**src/rtl/bcd_disp_pkg.sv**
```systemverilog
// Shared types, constants and helpers for the BCD display controller.
// Covers the FSM encoding, saturation limit, blank pattern, glyph decode and the add-3 step.
package bcd_disp_pkg;

    typedef enum logic [1:0] {
        ST_IDLE  = 2'd0,
        ST_SHIFT = 2'd1,
        ST_STORE = 2'd2
    } state_e;

    localparam int          NUM_DIGITS = 4;
    localparam logic [15:0] SAT_MAX    = 16'd9999;
    localparam logic [6:0]  SEG_BLANK  = 7'h7F;

    // Active-low {g,f,e,d,c,b,a}; codes 10-15 cannot occur and show blank
    function automatic logic [6:0] seg7_glyph(input logic [3:0] nibble);
        logic [6:0] g;
        case (nibble)
            4'd0:    g = 7'b1000000;
            4'd1:    g = 7'b1111001;
            4'd2:    g = 7'b0100100;
            4'd3:    g = 7'b0110000;
            4'd4:    g = 7'b0011001;
            4'd5:    g = 7'b0010010;
            4'd6:    g = 7'b0000010;
            4'd7:    g = 7'b1111000;
            4'd8:    g = 7'b0000000;
            4'd9:    g = 7'b0010000;
            default: g = SEG_BLANK;
        endcase
        return g;
    endfunction

    // Double-dabble correction: add 3 to every nibble that is 5 or more
    function automatic logic [15:0] bcd_adjust(input logic [15:0] bcd);
        logic [15:0] r;
        for (int i = 0; i < NUM_DIGITS; i++) begin
            if (bcd[4*i +: 4] >= 4'd5) begin
                r[4*i +: 4] = bcd[4*i +: 4] + 4'd3;
            end else begin
                r[4*i +: 4] = bcd[4*i +: 4];
            end
        end
        return r;
    endfunction

endpackage

```
**src/rtl/bcd_display_ctrl_scanner.sv**
```systemverilog
// Free-running digit scanner: rotates the active-low anode enable across four digits
// and drives the shared segment bus, blanking leading zeros when enabled.
module digit_scanner
    import bcd_disp_pkg::*;
#(
    parameter int SCAN_DIV   = 50000,
    parameter bit BLANK_LEAD = 1'b1
) (
    input  logic       clk,
    input  logic       rst_n,
    input  logic [3:0] ones,
    input  logic [3:0] tens,
    input  logic [3:0] hundreds,
    input  logic [3:0] thousands,
    output logic [3:0] an,
    output logic [6:0] seg
);

    localparam int CW = (SCAN_DIV > 1) ? $clog2(SCAN_DIV) : 1;

    logic [CW-1:0] cnt_r;
    logic [1:0]    idx_r;
    logic          wrap_s;
    logic [1:0]    idx_s;
    logic [3:0]    blank_s;
    logic [3:0]    digit_s [NUM_DIGITS];
    logic [6:0]    seg_s;

    // Wrap detect, next index, leading-zero blanking and glyph select
    always_comb begin
        wrap_s     = (cnt_r == CW'(SCAN_DIV - 1));
        idx_s      = wrap_s ? (idx_r + 2'd1) : idx_r;
        digit_s[0] = ones;
        digit_s[1] = tens;
        digit_s[2] = hundreds;
        digit_s[3] = thousands;
        blank_s[3] = BLANK_LEAD && (thousands == 4'd0);
        blank_s[2] = blank_s[3] && (hundreds == 4'd0);
        blank_s[1] = blank_s[2] && (tens == 4'd0);
        blank_s[0] = 1'b0;
        if (blank_s[idx_s]) begin
            seg_s = SEG_BLANK;
        end else begin
            seg_s = seg7_glyph(digit_s[idx_s]);
        end
    end

    // Scan counter, index and registered anode/segment outputs
    always_ff @(posedge clk or negedge rst_n) begin
        if (!rst_n) begin
            cnt_r <= '0;
            idx_r <= 2'd0;
            an    <= 4'b1110;
            seg   <= 7'b1000000;
        end else begin
            cnt_r <= wrap_s ? '0 : (cnt_r + CW'(1));
            idx_r <= idx_s;
            an    <= ~(4'b0001 << idx_s);
            seg   <= seg_s;
        end
    end

endmodule

```
**src/rtl/bcd_display_ctrl.sv**
```systemverilog
// Binary-to-BCD display controller: handshake intake, serial double-dabble conversion
// with saturation at 9999, registered digit outputs and a multiplexed seven-segment drive.
module bcd_display_ctrl
    import bcd_disp_pkg::*;
#(
    parameter int SCAN_DIV   = 50000,
    parameter bit BLANK_LEAD = 1'b1
) (
    input  logic        clk,
    input  logic        rst_n,
    input  logic        in_valid,
    output logic        in_ready,
    input  logic [15:0] in_value,
    output logic        done,
    output logic        saturated,
    output logic [3:0]  ones,
    output logic [3:0]  tens,
    output logic [3:0]  hundreds,
    output logic [3:0]  thousands,
    output logic [3:0]  an,
    output logic [6:0]  seg
);

    state_e      state_r;
    state_e      state_s;
    logic [15:0] bin_r;
    logic [15:0] bcd_r;
    logic [15:0] bcd_adj_s;
    logic [3:0]  iter_r;
    logic        sat_r;
    logic        over_s;

    // Next-state decode; accept only happens in IDLE
    always_comb begin
        state_s   = state_r;
        over_s    = (in_value > SAT_MAX);
        bcd_adj_s = bcd_adjust(bcd_r);
        case (state_r)
            ST_IDLE: begin
                if (in_valid) begin
                    state_s = over_s ? ST_STORE : ST_SHIFT;
                end else begin
                    state_s = ST_IDLE;
                end
            end
            ST_SHIFT: begin
                if (iter_r == 4'd15) begin
                    state_s = ST_STORE;
                end else begin
                    state_s = ST_SHIFT;
                end
            end
            ST_STORE: state_s = ST_IDLE;
            default:  state_s = ST_IDLE;
        endcase
    end

    // State register with registered ready (high whenever the next state is IDLE)
    always_ff @(posedge clk or negedge rst_n) begin
        if (!rst_n) begin
            state_r  <= ST_IDLE;
            in_ready <= 1'b1;
        end else begin
            state_r  <= state_s;
            in_ready <= (state_s == ST_IDLE);
        end
    end

    // Conversion datapath; bcd_r doubles as the staging register for STORE
    always_ff @(posedge clk or negedge rst_n) begin
        if (!rst_n) begin
            bin_r  <= 16'd0;
            bcd_r  <= 16'd0;
            iter_r <= 4'd0;
            sat_r  <= 1'b0;
        end else begin
            case (state_r)
                ST_IDLE: begin
                    if (in_valid && over_s) begin
                        bcd_r <= 16'h9999;
                        sat_r <= 1'b1;
                    end else if (in_valid) begin
                        bin_r  <= in_value;
                        bcd_r  <= 16'd0;
                        iter_r <= 4'd0;
                        sat_r  <= 1'b0;
                    end else begin
                        sat_r <= sat_r;
                    end
                end
                ST_SHIFT: begin
                    {bcd_r, bin_r} <= {bcd_adj_s[14:0], bin_r, 1'b0};
                    iter_r         <= iter_r + 4'd1;
                end
                default: begin
                    sat_r <= sat_r;
                end
            endcase
        end
    end

    // Output digits and status change only on the STORE edge
    always_ff @(posedge clk or negedge rst_n) begin
        if (!rst_n) begin
            ones      <= 4'd0;
            tens      <= 4'd0;
            hundreds  <= 4'd0;
            thousands <= 4'd0;
            saturated <= 1'b0;
            done      <= 1'b0;
        end else if (state_r == ST_STORE) begin
            ones      <= bcd_r[3:0];
            tens      <= bcd_r[7:4];
            hundreds  <= bcd_r[11:8];
            thousands <= bcd_r[15:12];
            saturated <= sat_r;
            done      <= 1'b1;
        end else begin
            done      <= 1'b0;
        end
    end

    digit_scanner #(
        .SCAN_DIV   (SCAN_DIV),
        .BLANK_LEAD (BLANK_LEAD)
    ) u_scanner (
        .clk       (clk),
        .rst_n     (rst_n),
        .ones      (ones),
        .tens      (tens),
        .hundreds  (hundreds),
        .thousands (thousands),
        .an        (an),
        .seg       (seg)
    );

endmodule

```
**config.mk**
```make
export PLATFORM = sky130hd
export DESIGN_NAME = bcd_display_ctrl
export DESIGN_NICKNAME = d
export VERILOG_FILES = /design/src/rtl/bcd_disp_pkg.sv /design/src/rtl/bcd_display_ctrl_scanner.sv /design/src/rtl/bcd_display_ctrl.sv
export SDC_FILE = /design/constraint.sdc
export NUM_CORES = 1
export LEC_CHECK = 0
export ABC_AREA = 1
export BUFFER_PORTS_ARGS = -buffer_cell sky130_fd_sc_hd__buf_2
export CORE_ASPECT_RATIO = 2
export CORE_MARGIN = 2
export CORE_UTILIZATION = 40
export DETAILED_ROUTE_END_ITERATION = 10
export SYNTH_ARGS = -nofsm -noshare
export SYNTH_HDL_FRONTEND = slang
export SYNTH_SLANG_ARGS = --single-unit
```
**constraint.sdc**
```tcl
create_clock -name clk -period 1.95 [get_ports clk]
set_input_delay 0.4875 -clock clk [delete_from_list [all_inputs] [get_ports clk]]
set_output_delay 0.4875 -clock clk [all_outputs]
set_load 0.03 [all_outputs]
```
==> results by group, run 1 <==
Status
  – Status: finished, final reports clean

Critical path
  – Crit path kind: flop to flop
  – CP Cell Sequence: ha_2 > nand3_4 > nor2_8 > nand2_4 > nand2_8 > nand2_8 > nand2_2 > nand3_1 > nand2_2 > nand2_2 > a21oi_4 > nand2_1
  – Crit-path slowest cell: dfrtp_1
  – Critical Path Start Type: flop
  – Worst R2R Start: u_scanner.cnt_r[0]
  – CP peak stage delay: around 370 ps
  – WP data arrival: ~2200 ps
  – CP Capture Type: flop
  – CP required: 2170 ps
  – R2R Setup Slk: about 21 ps
  – FF-to-FF path depth: 12
  – Worst R2R End: u_scanner.seg[2]
  – CP Max Fanout: 9
  – Most used cell, CP: nand2_2

Die
  – Row cnt: 53
  – Die width: 77.5 um
  – Boundary pin count: between 40 and 50
  – Die area: between 10000 and 15000 um2
  – Initial Utilization: 0.410
  – Die height: between 150 and 200 um
  – Core area: 10500 um2

Detailed routing
  – Pre-antenna DRT Iters: 4
  – WL/cell: about 14 um
  – Detail Route Antenna Nets: 0
  – 1st-iter DRT viols: about 170
  – Detailed-route DRC error count: 0
  – Post-Route WL: around 10000 um
  – Vias post-DR: 3648
  – Vias per std cell: 5.05

Synthesis
  – Synthesized area: about 4300 um2
  – Syn_nets: around 540
  – Number of synthesized flops with an enable pin: 0
  – Share of the yosys chip area belonging to registers: 0.505
  – YS warnings: 0
  – Largest cells by area after synthesis: dfrtp_1 (47%), nand2_1 (10%), o21ai_0 (5.3%), inv_1 (4.9%), nor2_1 (4.5%)
  – Mapped Cells: between 500 and 600
  – Top cell type's share of synthesized area: 0.475
  – Most common cell in the synthesized netlist: nand2_1
  – Synth top cells by count: nand2_1 (119), dfrtp_1 (82), inv_1 (56)
  – Main synth FF type: dfrtp_1
  – Async SR Flop Fraction: 1.00
  – #FFs+latches synth: between 80 and 90
  – Post-Syn Area per Cell: about 8.4 um2
  – Yosys cell types: 35
  – Area leader, netlist: dfrtp_1

Timing
  – Final Critical Period: about 1900 ps
  – Period utilisation layout: 0.989
  – Max Freq: between 500 and 600 MHz
  – Final hold slack: about 150 ps
  – RSZ-0062 raised after global routing: yes
  – Worst-Margin Slew: between 500 and 600 ps
  – Finish-stage setup viols: 0
  – Final hold viol count: 0
  – Final slew viol count: 0
  – Max_slew headroom: 0.611
  – Clock Skew: just over 8 ps

Global route
  – Total GRT Usage: 0.182
  – Largest net degree at the start of global routing: 88
  – Vias in the first global route: between 3000 and 4000
  – Initial antenna violation count: 0
  – First-pass GRT wire length: roughly 17000 um
  – Congestion Overflow GR: 0

Final layout
  – Layout cells sized above 1: 0.230
  – Final Non-Filler Cells: just over 700
  – NumNets Final: 610
  – Antenna cells: 0
  – Final instance area: about 5300 um2
  – Layout area overhead: 22.1%
  – Final Core Density: 0.501

Place
  – Placer Congestion: between 0.8 and 0.9
  – Port Buffers: 48
  – Post-Place Cells: around 700
  – Dpl hpwl: 7390 um
  – Placed cell area: just under 5000 um2

Worst hold path
  – HP Class: input pin to async pin

Clock tree
  – Post-CTS Hold Buffers: 0
  – Clk Latency, worst-skew pair: approximately 340 ps
  – CTS tree: built
  – Max H-tree Level: 3
  – Clock tree sinks: 87
  – CTS clk-pin slew, worst paths: around 70 ps
  – Max Root-Sink Buffers: 2
  – Root Buffer: clkbuf_16
  – CTS buffer count: 9

Power and ir drop
  – Power, Total: between 7 and 8 mW
  – Net switching power: approximately 3.0 mW
  – Switching power share of the total: 0.401
  – Cell area power density: between 1000 and 1500 nW/um2
  – Clock power frac: 0.248
  – Leak: 2.64 nW
  – Combinational Power Share: 0.368
  – Worst ir drop on vdd: 0.801 mV
  – Pint: approximately 4.4 mW
  – Flop pwr share: 0.384

Flow run
  – Max-cap violations: 0
-- power by group through the flow --
| stage | clock network (mW) | logic, mW | registers (mW) |
|---|---|---|---|
| floorplan | 0 | 1.52 | 3.21 |
| global placement | 0 | 2.67 | 2.87 |
| detailed placement | 0 | 2.73 | 2.88 |
| CTS | 1.88 | 2.75 | 2.85 |
| global route | 1.97 | 3.10 | 2.93 |
| finish | 1.85 | 2.73 | 2.85 |
-- through the flow --
step	setup slack (ps)	setup TNS, ps
detailed placement	2.97	0
CTS	4.92	0
floorplan	122	0
global placement	54.2	0
finish	21.2	0
global route	-138	-856
-- state kept, by name, summed over array words and instances (netlist names), 2 cells and up --
register / count
iter_r: 4
thousands: 4
u_scanner.an: 4
tens: 4
hundreds: 4
u_scanner.seg: 7
bin_r: 16
state_r: 2
bcd_r: 16
u_scanner.cnt_r: 16
u_scanner.idx_r: 2
ones: 4
-- per-layer routing --
metal,share of wire,up-vias,track usage
li1,-,1812,-
met1,0.38,1741,0.191
met2,0.56,78,0.342
met3,0.032,17,0.0316
met4,0.027,0,0.0920
met5,0,-,0
-- repair_timing --
item / in CTS / in global routing
resized for setup: 0 / 17
setup buffers: 0 / 4
setup endpoints to repair: 0 / 9
-- layout make-up --
class | count | area, um2
multi-input cells | 353 | 1940
inverters | 60 | 228
well taps | 137 | 171
repair buffers | 70 | 433
clock inverters | 7 | 95.1
flip-flops and latches | 87 | 2180
clock buffers | 9 | 225
fillers | 1018 | 5270
-- worst max-delay path by stage --
stage | startpoint | end | slack, ps | cells after the start
2_1_floorplan | u_scanner.cnt_r[0] | u_scanner.seg[3] | 120 | 12
3_3_place_gp | in_value[12] | bin_r[8] | 50 | 8
3_5_place_dp | in_value[12] | bin_r[5] | 3 | 8
4_1_cts | u_scanner.cnt_r[0] | u_scanner.seg[2] | 5 | 12
5_1_grt | u_scanner.cnt_r[9] | u_scanner.seg[5] | -140 | 13
6_report | u_scanner.cnt_r[0] | u_scanner.seg[2] | 20 | 12
-- placed cells by master, fill, tap and decap left out, types with 2 or more instances in the layout --
cell type	synthesis	routed
a21oi_1	17	17
a22o_1	3	3
a22oi_1	7	7
a31oi_1	17	17
buf_12	0	2
buf_2	3	47
buf_4	0	21
bufinv_16	0	2
clkbuf_16	0	9
clkinv_2	0	2
dfrtp_1	82	82
dfstp_2	5	5
ha_1	10	9
inv_1	56	56
inv_2	3	3
nand2_1	119	115
nand2_2	9	12
nand2_4	6	5
nand2_8	0	2
nand3_1	27	26
nand3_2	4	4
nand3_4	1	2
nand4_1	2	2
nor2_1	52	46
nor2_2	1	7
nor2_8	2	2
nor3_1	4	3
nor4_1	3	3
o21ai_0	46	46
o21ai_1	4	3
o21bai_1	2	2
o22ai_1	4	4
xor2_1	7	7
-- cell families (layout without fill, tap and decap cells) --
group,after synthesis,after routing,share of synthesized area
AND/OR/NAND/NOR,233,233,0.250
buffers and inverters,72,146,0.0640
AO/OA/AOI/OAI,102,102,0.135
adder cells (fa/ha/maj),10,10,0.0290
XOR/XNOR,8,8,0.0162
flip-flops,87,87,0.505
-- critical path: cells and delay by family (launching register included) --
| kind | cells | cell delay [ps] |
|---|---|---|
| AND/OR/NAND/NOR | 10 | 1000 |
| AO/OA/AOI/OAI | 1 | 210 |
| adder cells (fa/ha/maj) | 1 | 220 |
| flip-flops | 1 | 370 |
No activity file was read; power rests on OpenSTA's default activity.
==> inputs of run 2 (changes only) <==
--- a/config.mk
+++ b/config.mk
@@ -8,8 +8,9 @@
 export ABC_AREA = 1
 export BUFFER_PORTS_ARGS = -buffer_cell sky130_fd_sc_hd__buf_2
 export CORE_ASPECT_RATIO = 2
-export CORE_MARGIN = 2
+export CORE_MARGIN = 3
 export CORE_UTILIZATION = 40
+export CTS_BUF_LIST = sky130_fd_sc_hd__clkbuf_8
 export DETAILED_ROUTE_END_ITERATION = 10
 export SYNTH_ARGS = -nofsm -noshare
 export SYNTH_HDL_FRONTEND = slang
==> results by group, run 2 (synthesis gave the netlist of run 1 again) <==
Final layout
  – Final Core Density: 0.501 (about the same)
  – Area of the multi-input gates: 2000 um2 (was 1940 um2)
  – Fill cell count: 1045 (was 1018)
  – Register area: 2180 um2 (about the same)
  – Final instance area: 5280 um2 (about the same)
  – NumNets Final: 618 (was 610)
  – Layout area overhead: 22.2% (was 22.1%)
  – Leading cell types in the layout, fill and taps excluded: nand2_1 (110), dfrtp_1 (81), inv_1 (56), buf_2 (48), nor2_1 (47) (was nand2_1 (115), dfrtp_1 (82), inv_1 (56), buf_2 (47))
  – Biggest regs: bcd_r: 16 flops, bin_r: 16 flops, u_scanner.cnt_r: 16 flops (unchanged)
  – Layout cells sized above 1: 0.254 (was 0.230)
  – Antenna cells: 0 (unchanged)
  – Most common cell after layout, fill and taps aside: nand2_1 (unchanged)

Detailed routing
  – Detailed-route DRC error count: 0 (unchanged)
  – Vias per std cell: 4.96 (was 5.05)
  – Vias post-DR: 3624 (was 3648)
  – WL/cell: 13.9 um (was 13.8 um)
  – Post-Route WL: 10200 um (was 10000 um)
  – Pre-antenna DRT Iters: 5 (was 4)
  – Detail Route Antenna Nets: 0 (unchanged)
  – 1st-iter DRT viols: 175 (was 165)

Critical path
  – CP Max Fanout: 6 (was 9)
  – CP peak stage delay: 420 ps (was 370 ps)
  – Most used cell, CP: nand2_1 (was nand2_2)
  – R2R Setup Slk: 40 ps (was 20 ps)
  – CP Depth: 12 (unchanged)
  – Top delay family on crit path: simple AND/OR/NAND/NOR gates (unchanged)
  – Crit-path slowest cell: dfrtp_1 (unchanged)
  – CP required: 2210 ps (was 2170 ps)
  – Critical Path Start Type: flop (unchanged)
  – End point of the critical path: u_scanner.seg[3] (was u_scanner.seg[2])
  – CP Cell Sequence: ha_4 > nand3_4 > nor2_8 > nand3_4 > nand3_2 > nand2_1 > nand2_1 > nand2_2 > inv_4 > nand2_2 > a21oi_4 > nand2_1 (was ha_2 > nand3_4 > nor2_8 > nand2_4 > nand2_8 > nand2_8 > nand2_2 > nand3_1 > nand2_2 > nand2_2 > a21oi_4 > nand2_1)
  – FF-to-FF path depth: 12 (unchanged)
  – WP data arrival: 2170 ps (was 2150 ps)
  – WP buf/inv: 1 (was 0)
  – Worst setup path startpoint: u_scanner.cnt_r[0] (unchanged)
  – Worst R2R Start: u_scanner.cnt_r[0] (unchanged)
  – CP Capture Type: flop (unchanged)
  – Worst R2R End: u_scanner.seg[3] (was u_scanner.seg[2])
  – Crit path kind: flop to flop (unchanged)

Die
  – Die area: 12200 um2 (was 11700 um2)
  – Row cnt: 53 (unchanged)
  – Core area: 10500 um2 (unchanged)
  – Die width: 79.5 um (was 77.5 um)
  – Die height: 153 um (was 151 um)
  – Initial Utilization: 0.410 (unchanged)
  – Boundary pin count: 49 (unchanged)

Power and ir drop
  – Pint: 3.98 mW (was 4.45 mW)
  – Flop pwr share: 0.409 (was 0.384)
  – Worst ir drop on vdd: 0.629 mV (was 0.801 mV)
  – Net switching power: 2.98 mW (about the same)
  – Cell area power density: 1320 nW/um2 (was 1410 nW/um2)
  – Clock power frac: 0.185 (was 0.248)
  – Switching power share of the total: 0.428 (was 0.401)
  – Leak: 2.62 nW (was 2.64 nW)
  – Combinational Power Share: 0.406 (was 0.368)

Timing
  – Clock Skew: 13.7 ps (was 8.26 ps)
  – Final Critical Period: 1910 ps (was 1930 ps)
  – Final hold viol count: 0 (unchanged)
  – Period utilisation layout: 0.982 (was 0.989)
  – Finish-stage setup viols: 0 (unchanged)
  – Final slew viol count: 0 (unchanged)
  – RSZ-0062 raised after global routing: yes (unchanged)
  – Final hold slack: 378 ps (was 149 ps)
  – Setup slack after layout: 35.3 ps (was 21.2 ps)
  – Max_slew headroom: 0.569 (was 0.611)
  – Max Freq: 522 MHz (was 518 MHz)
  – Worst-Margin Slew: 646 ps (was 583 ps)

Clock tree
  – Clk Latency, worst-skew pair: 360 ps (was 340 ps)
  – CTS clk-pin slew, worst paths: 100 ps (was 70 ps)
  – Max Root-Sink Buffers: 2 (unchanged)
  – CTS buffer count: 9 (unchanged)
  – Clock tree sinks: 87 (unchanged)
  – Root Buffer: clkbuf_8 (was clkbuf_16)
  – Max H-tree Level: 3 (unchanged)
  – CTS tree: built (unchanged)

Place
  – Placed cell area: 4870 um2 (was 4850 um2)
  – Placer Congestion: 0.895 (was 0.853)
  – Pre-CTS WS: -297 ps (was 2.97 ps)
  – Dpl hpwl: 7480 um (was 7390 um)
  – Port Buffers: 48 (unchanged)

Global route
  – Vias in the first global route: 3608 (was 3601)
  – Total GRT Usage: 0.175 (was 0.182)
  – Initial antenna violation count: 0 (unchanged)
  – Congestion Overflow GR: 0 (unchanged)
  – Largest net degree at the start of global routing: 59 (was 88)
  – First-pass GRT wire length: 16800 um (was 16600 um)

Status
  – Status: finished, final reports clean (unchanged)

Flow run
  – Max-cap violations: 0 (unchanged)

Worst hold path
  – HP Class: input pin to flop (was input pin to async pin)
run 2: cell count changes in the layout (fill, tap and decap cells not counted), sizes merged:
cell,previous run,this run
buf,70,77
bufinv,2,1
clkinv,3,2
dlygate4sd3,0,1
inv,61,63
run 2: area by class of cell:
type	count	share of cell area
Multi-Input combinational cell	353	0.379
Clock inverter	7	0.0137
Inverter	60	0.0436
Timing Repair Buffer	78	0.0941
Tap cell	137	0.0325
Sequential cell	87	0.414
Clock buffer	9	0.0235
run 2: worst register-to-register path: stages, from the launching register on:
cell	delay, ps
dfrtp_1	420
ha_4	170
nand3_4	90
nor2_8	210
nand3_4	190
nand3_2	110
nand2_1	50
nand2_1	70
nand2_2	90
inv_4	80
nand2_2	60
a21oi_4	210
nand2_1	70
run 2: worst min path at each step:
stage | to | start | slack, ps | cells past startpoint
2_1_floorplan | bcd_r[0] | rst_n | 190 | 0
3_3_place_gp | u_scanner.cnt_r[4] | rst_n | 330 | 1
3_5_place_dp | u_scanner.cnt_r[4] | rst_n | 330 | 1
4_1_cts | bin_r[3] | in_value[3] | 360 | 3
5_1_grt | bin_r[7] | in_value[7] | 360 | 3
6_report | bin_r[0] | in_value[0] | 380 | 3
run 2: through the flow:
stage          total power, mW  instances  setup TNS (ps)
2_1_floorplan             4.74        512               0
3_3_place_gp              5.59        705           -1670
3_5_place_dp              5.65        705           -2330
4_1_cts                   6.95        722               0
5_1_grt                   7.53        731            -640
6_report                  6.96        731               0
run 2: what timing repair did:
action	in CTS	in global routing
pin swaps	1	16
buffers inserted	0	9
setup endpoints to repair	15	17
gates resized for setup	3	31
endpoints found under the hold margin	8	0
hold buffers	1	0
run 2: layer usage:
metal  vias to the layer above  wire length, um  track usage
li1                       1821                -            -
met1                      1731             3940        0.193
met2                        58             5770        0.321
met3                        14              263       0.0342
met4                         0              196       0.0631
met5                         -                0            0
run 2: power groups by stage:
stage          combinational [mW]  clock (mW)  sequential [mW]
2_1_floorplan                1.52           0             3.21
3_3_place_gp                 2.73           0             2.86
3_5_place_dp                 2.77           0             2.87
4_1_cts                      2.79        1.32             2.84
5_1_grt                      3.19        1.41             2.93
6_report                     2.83        1.29             2.85
==> inputs of run 3 (changes only) <==
--- a/config.mk
+++ b/config.mk
@@ -5,7 +5,6 @@
 export SDC_FILE = /design/constraint.sdc
 export NUM_CORES = 1
 export LEC_CHECK = 0
-export ABC_AREA = 1
 export BUFFER_PORTS_ARGS = -buffer_cell sky130_fd_sc_hd__buf_2
 export CORE_ASPECT_RATIO = 2
 export CORE_MARGIN = 3
==> results by group, run 3 <==
Status
  – Status: finished, violations left (was finished, final reports clean)
  – Failing checks: setup timing

Die
  – Die area: 12300 um2 (was 12200 um2)
  – Die height: 154 um (was 153 um)
  – Row cnt: 53 (unchanged)
  – Core area: 10600 um2 (was 10500 um2)
  – Initial Utilization: 0.412 (was 0.410)
  – Die width: 79.9 um (was 79.5 um)
  – Boundary pin count: 49 (unchanged)

Global route
  – Largest net degree at the start of global routing: 38 (was 59)
  – Initial antenna violation count: 0 (unchanged)
  – GRT Max-Usage Layer: met2 (unchanged)
  – Congestion Overflow GR: 0 (unchanged)
  – Met3 global-route usage: 0.0234 (was 0.0342)
  – Vias in the first global route: 3536 (was 3608)
  – First-pass GRT wire length: 16900 um (was 16800 um)
  – Grt met2 use: 0.329 (was 0.321)
  – Total GRT Usage: 0.175 (about the same)
  – Routing usage on met1: 0.183 (was 0.193)

Worst hold path
  – HP Class: input pin to async pin (was input pin to flop)

Timing
  – Final hold viol count: 0 (unchanged)
  – RSZ-0062 raised after global routing: yes (unchanged)
  – Final Critical Period: 2580 ps (was 1910 ps)
  – Worst-Margin Slew: 682 ps (was 646 ps)
  – Clock Skew: 10.7 ps (was 13.7 ps)
  – Period utilisation layout: 1.32 (was 0.982)
  – Max Freq: 388 MHz (was 522 MHz)
  – Setup slack after layout: -627 ps (was 35.3 ps)
  – Max_slew headroom: 0.545 (was 0.569)
  – Final slew viol count: 0 (unchanged)
  – Finish-stage setup viols: 18 (was 0)
  – Final hold slack: 91.0 ps (was 378 ps)

Clock tree
  – Max H-tree Level: 3 (unchanged)
  – CTS buffer count: 9 (unchanged)
  – Clk Latency, worst-skew pair: 360 ps (about the same)
  – Post-CTS Hold Buffers: 0 (was 1)
  – Max Root-Sink Buffers: 2 (unchanged)
  – Root Buffer: clkbuf_8 (unchanged)
  – Clock tree sinks: 87 (unchanged)
  – CTS tree: built (unchanged)
  – CTS clk-pin slew, worst paths: 100 ps (about the same)

Critical path
  – CP peak stage delay: 560 ps (was 420 ps)
  – WP buf/inv: 1 (unchanged)
  – CP Max Fanout: 14 (was 6)
  – Top delay family on crit path: simple AND/OR/NAND/NOR gates (unchanged)
  – Crit-path slowest cell: or4b_4 (was dfrtp_1)
  – WP data arrival: 2870 ps (was 2170 ps)
  – CP Capture Type: flop (unchanged)
  – CP required: 2250 ps (was 2210 ps)
  – Crit path kind: flop to flop (unchanged)
  – CP Cell Sequence: or4b_4 > nor4_4 > buf_12 > mux2_4 > a211o_1 > and2b_2 > o21ai_1 > a221o_1 (was ha_4 > nand3_4 > nor2_8 > nand3_4 > nand3_2 > nand2_1 > nand2_1 > nand2_2 > inv_4 > nand2_2 > a21oi_4 > nand2_1)
  – Critical Path Start Type: flop (unchanged)

Synthesis
  – Synth top cells by count: dfrtp_1 (82), nand2_1 (54), o21ai_0 (33) (was nand2_1 (119), dfrtp_1 (82), inv_1 (56))
  – YS warnings: 0 (unchanged)
  – Most common cell in the synthesized netlist: dfrtp_1 (was nand2_1)
  – Async SR Flop Fraction: 1.00 (unchanged)
  – Area leader, netlist: dfrtp_1 (unchanged)
  – Post-Syn Area per Cell: 10.3 um2 (was 8.44 um2)
  – Syn_nets: 455 (was 541)
  – Number of synthesized flops with an enable pin: 0 (unchanged)
  – Main synth FF type: dfrtp_1 (unchanged)
  – Mapped Cells: 426 (was 512)
  – Top cell type's share of synthesized area: 0.470 (was 0.475)
  – Yosys cell types: 53 (was 35)
  – Largest cells by area after synthesis: dfrtp_1 (47%), mux2i_1 (6.2%), mux2_2 (5.2%), nand2_1 (4.6%), o21ai_0 (3.8%) (was dfrtp_1 (47%), nand2_1 (10%), o21ai_0 (5.3%), inv_1 (4.9%), nor2_1 (4.5%))
  – Synthesized area: 4370 um2 (was 4320 um2)
  – #FFs+latches synth: 87 (unchanged)
  – Share of the yosys chip area belonging to registers: 0.500 (was 0.505)

Detailed routing
  – Detail Route Antenna Nets: 0 (unchanged)
  – Detailed-route DRC error count: 0 (unchanged)
  – 1st-iter DRT viols: 99 (was 175)
  – Pre-antenna DRT Iters: 6 (was 5)
  – Vias per std cell: 5.20 (was 4.96)
  – WL/cell: 15.1 um (was 13.9 um)
  – Post-Route WL: 10200 um (about the same)
  – Vias post-DR: 3503 (was 3624)

Power and ir drop
  – Net switching power: 2.89 mW (was 2.98 mW)
  – Switching power share of the total: 0.405 (was 0.428)
  – Leak: 2.54 nW (was 2.62 nW)
  – Clock power frac: 0.185 (about the same)
  – Flop pwr share: 0.406 (was 0.409)
  – Pint: 4.23 mW (was 3.98 mW)
  – Cell area power density: 1270 nW/um2 (was 1320 nW/um2)
  – Power, Total: 7.12 mW (was 6.96 mW)
  – Worst ir drop on vdd: 0.686 mV (was 0.629 mV)
  – Combinational Power Share: 0.410 (was 0.406)

Place
  – Port Buffers: 48 (unchanged)
  – Dpl hpwl: 7800 um (was 7480 um)
  – Placer Congestion: 0.866 (was 0.895)

Final layout
  – Layout cells sized above 1: 0.333 (was 0.254)
  – Antenna cells: 0 (unchanged)
  – NumNets Final: 561 (was 618)
  – Biggest regs: bcd_r: 16 flops, bin_r: 16 flops, u_scanner.cnt_r: 16 flops (unchanged)
  – Most common cell after layout, fill and taps aside: dfrtp_1 (was nand2_1)
  – Leading cell types in the layout, fill and taps excluded: dfrtp_1 (82), buf_4 (61), nand2_1 (54), buf_2 (47), nor2_1 (31) (was nand2_1 (110), dfrtp_1 (81), inv_1 (56), buf_2 (48), nor2_1 (47))
  – Layout area overhead: 27.9% (was 22.2%)

Flow run
  – Max-cap violations: 0 (unchanged)
run 3: power groups by stage:
stage | clock network (mW) | registers [mW] | logic (mW)
final | 1.31 | 2.89 | 2.92
after global routing | 1.42 | 2.98 | 3.22
after CTS | 1.35 | 2.90 | 2.92
after detailed placement | 0 | 2.92 | 2.90
after global placement | 0 | 2.90 | 2.80
after floorplan | 0 | 3.24 | 1.51
run 3: cell type report:
type,count,area (um2)
Timing Repair Buffer,115,807
Clock inverter,7,81.3
Clock buffer,9,124
Multi-Input combinational cell,309,2190
Inverter,10,37.5
Fill cell,1025,5020
Tap cell,137,171
Sequential cell,87,2180
run 3: final timing paths:
check,from,slack [ps],cells after the start,to
worst min-delay path,rst_n,90,1,bcd_r[6]
worst max register to register,u_scanner.cnt_r[13],-630,8,u_scanner.seg[6]
worst max-delay path,u_scanner.cnt_r[13],-630,8,u_scanner.seg[6]
min in group clk,in_value[3],420,3,bin_r[3]
max in group asynchronous,rst_n,1330,2,iter_r[3]
worst min register to register,sat_r,490,2,sat_r
run 3: timing repair:
item                                    4_1_cts  5_1_grt
pin swaps                                     4        2
endpoints found under the setup margin       20       24
buffers inserted                              4        4
resized for setup                             9        9
run 3: cells by family after synthesis:
| group | after synthesis | share of synthesized area |
|---|---|---|
| simple gates | 146 | 0.164 |
| fa+ha+maj | 11 | 0.0309 |
| flops | 87 | 0.500 |
| buf+inv | 30 | 0.0275 |
| compound gates | 85 | 0.124 |
| mux | 47 | 0.113 |
| xor+xnor | 20 | 0.0401 |
run 3: metal layers:
metal | wire (um) | share of wire | vias to the layer above
met4 | 331 | 0.032 | 0
met3 | 295 | 0.029 | 23
met2 | 5750 | 0.56 | 76
li1 | - | - | 1714
met1 | 3820 | 0.37 | 1690
met5 | 0 | 0 | -
run 3: per-stage QoR:
stage / setup WS, ps / cells / util / cell area (um2) / setup TNS, ps
final: -627 / 674 / 0.527 / 5590 / -6500
after floorplan: -722 / 426 / - / 4420 / -4800
after global placement: -810 / 651 / 0.494 / 5250 / -12950
after CTS: -632 / 671 / 0.521 / 5530 / -5580
after global routing: -736 / 674 / 0.527 / 5590 / -8250
after detailed placement: -839 / 651 / 0.494 / 5250 / -13730
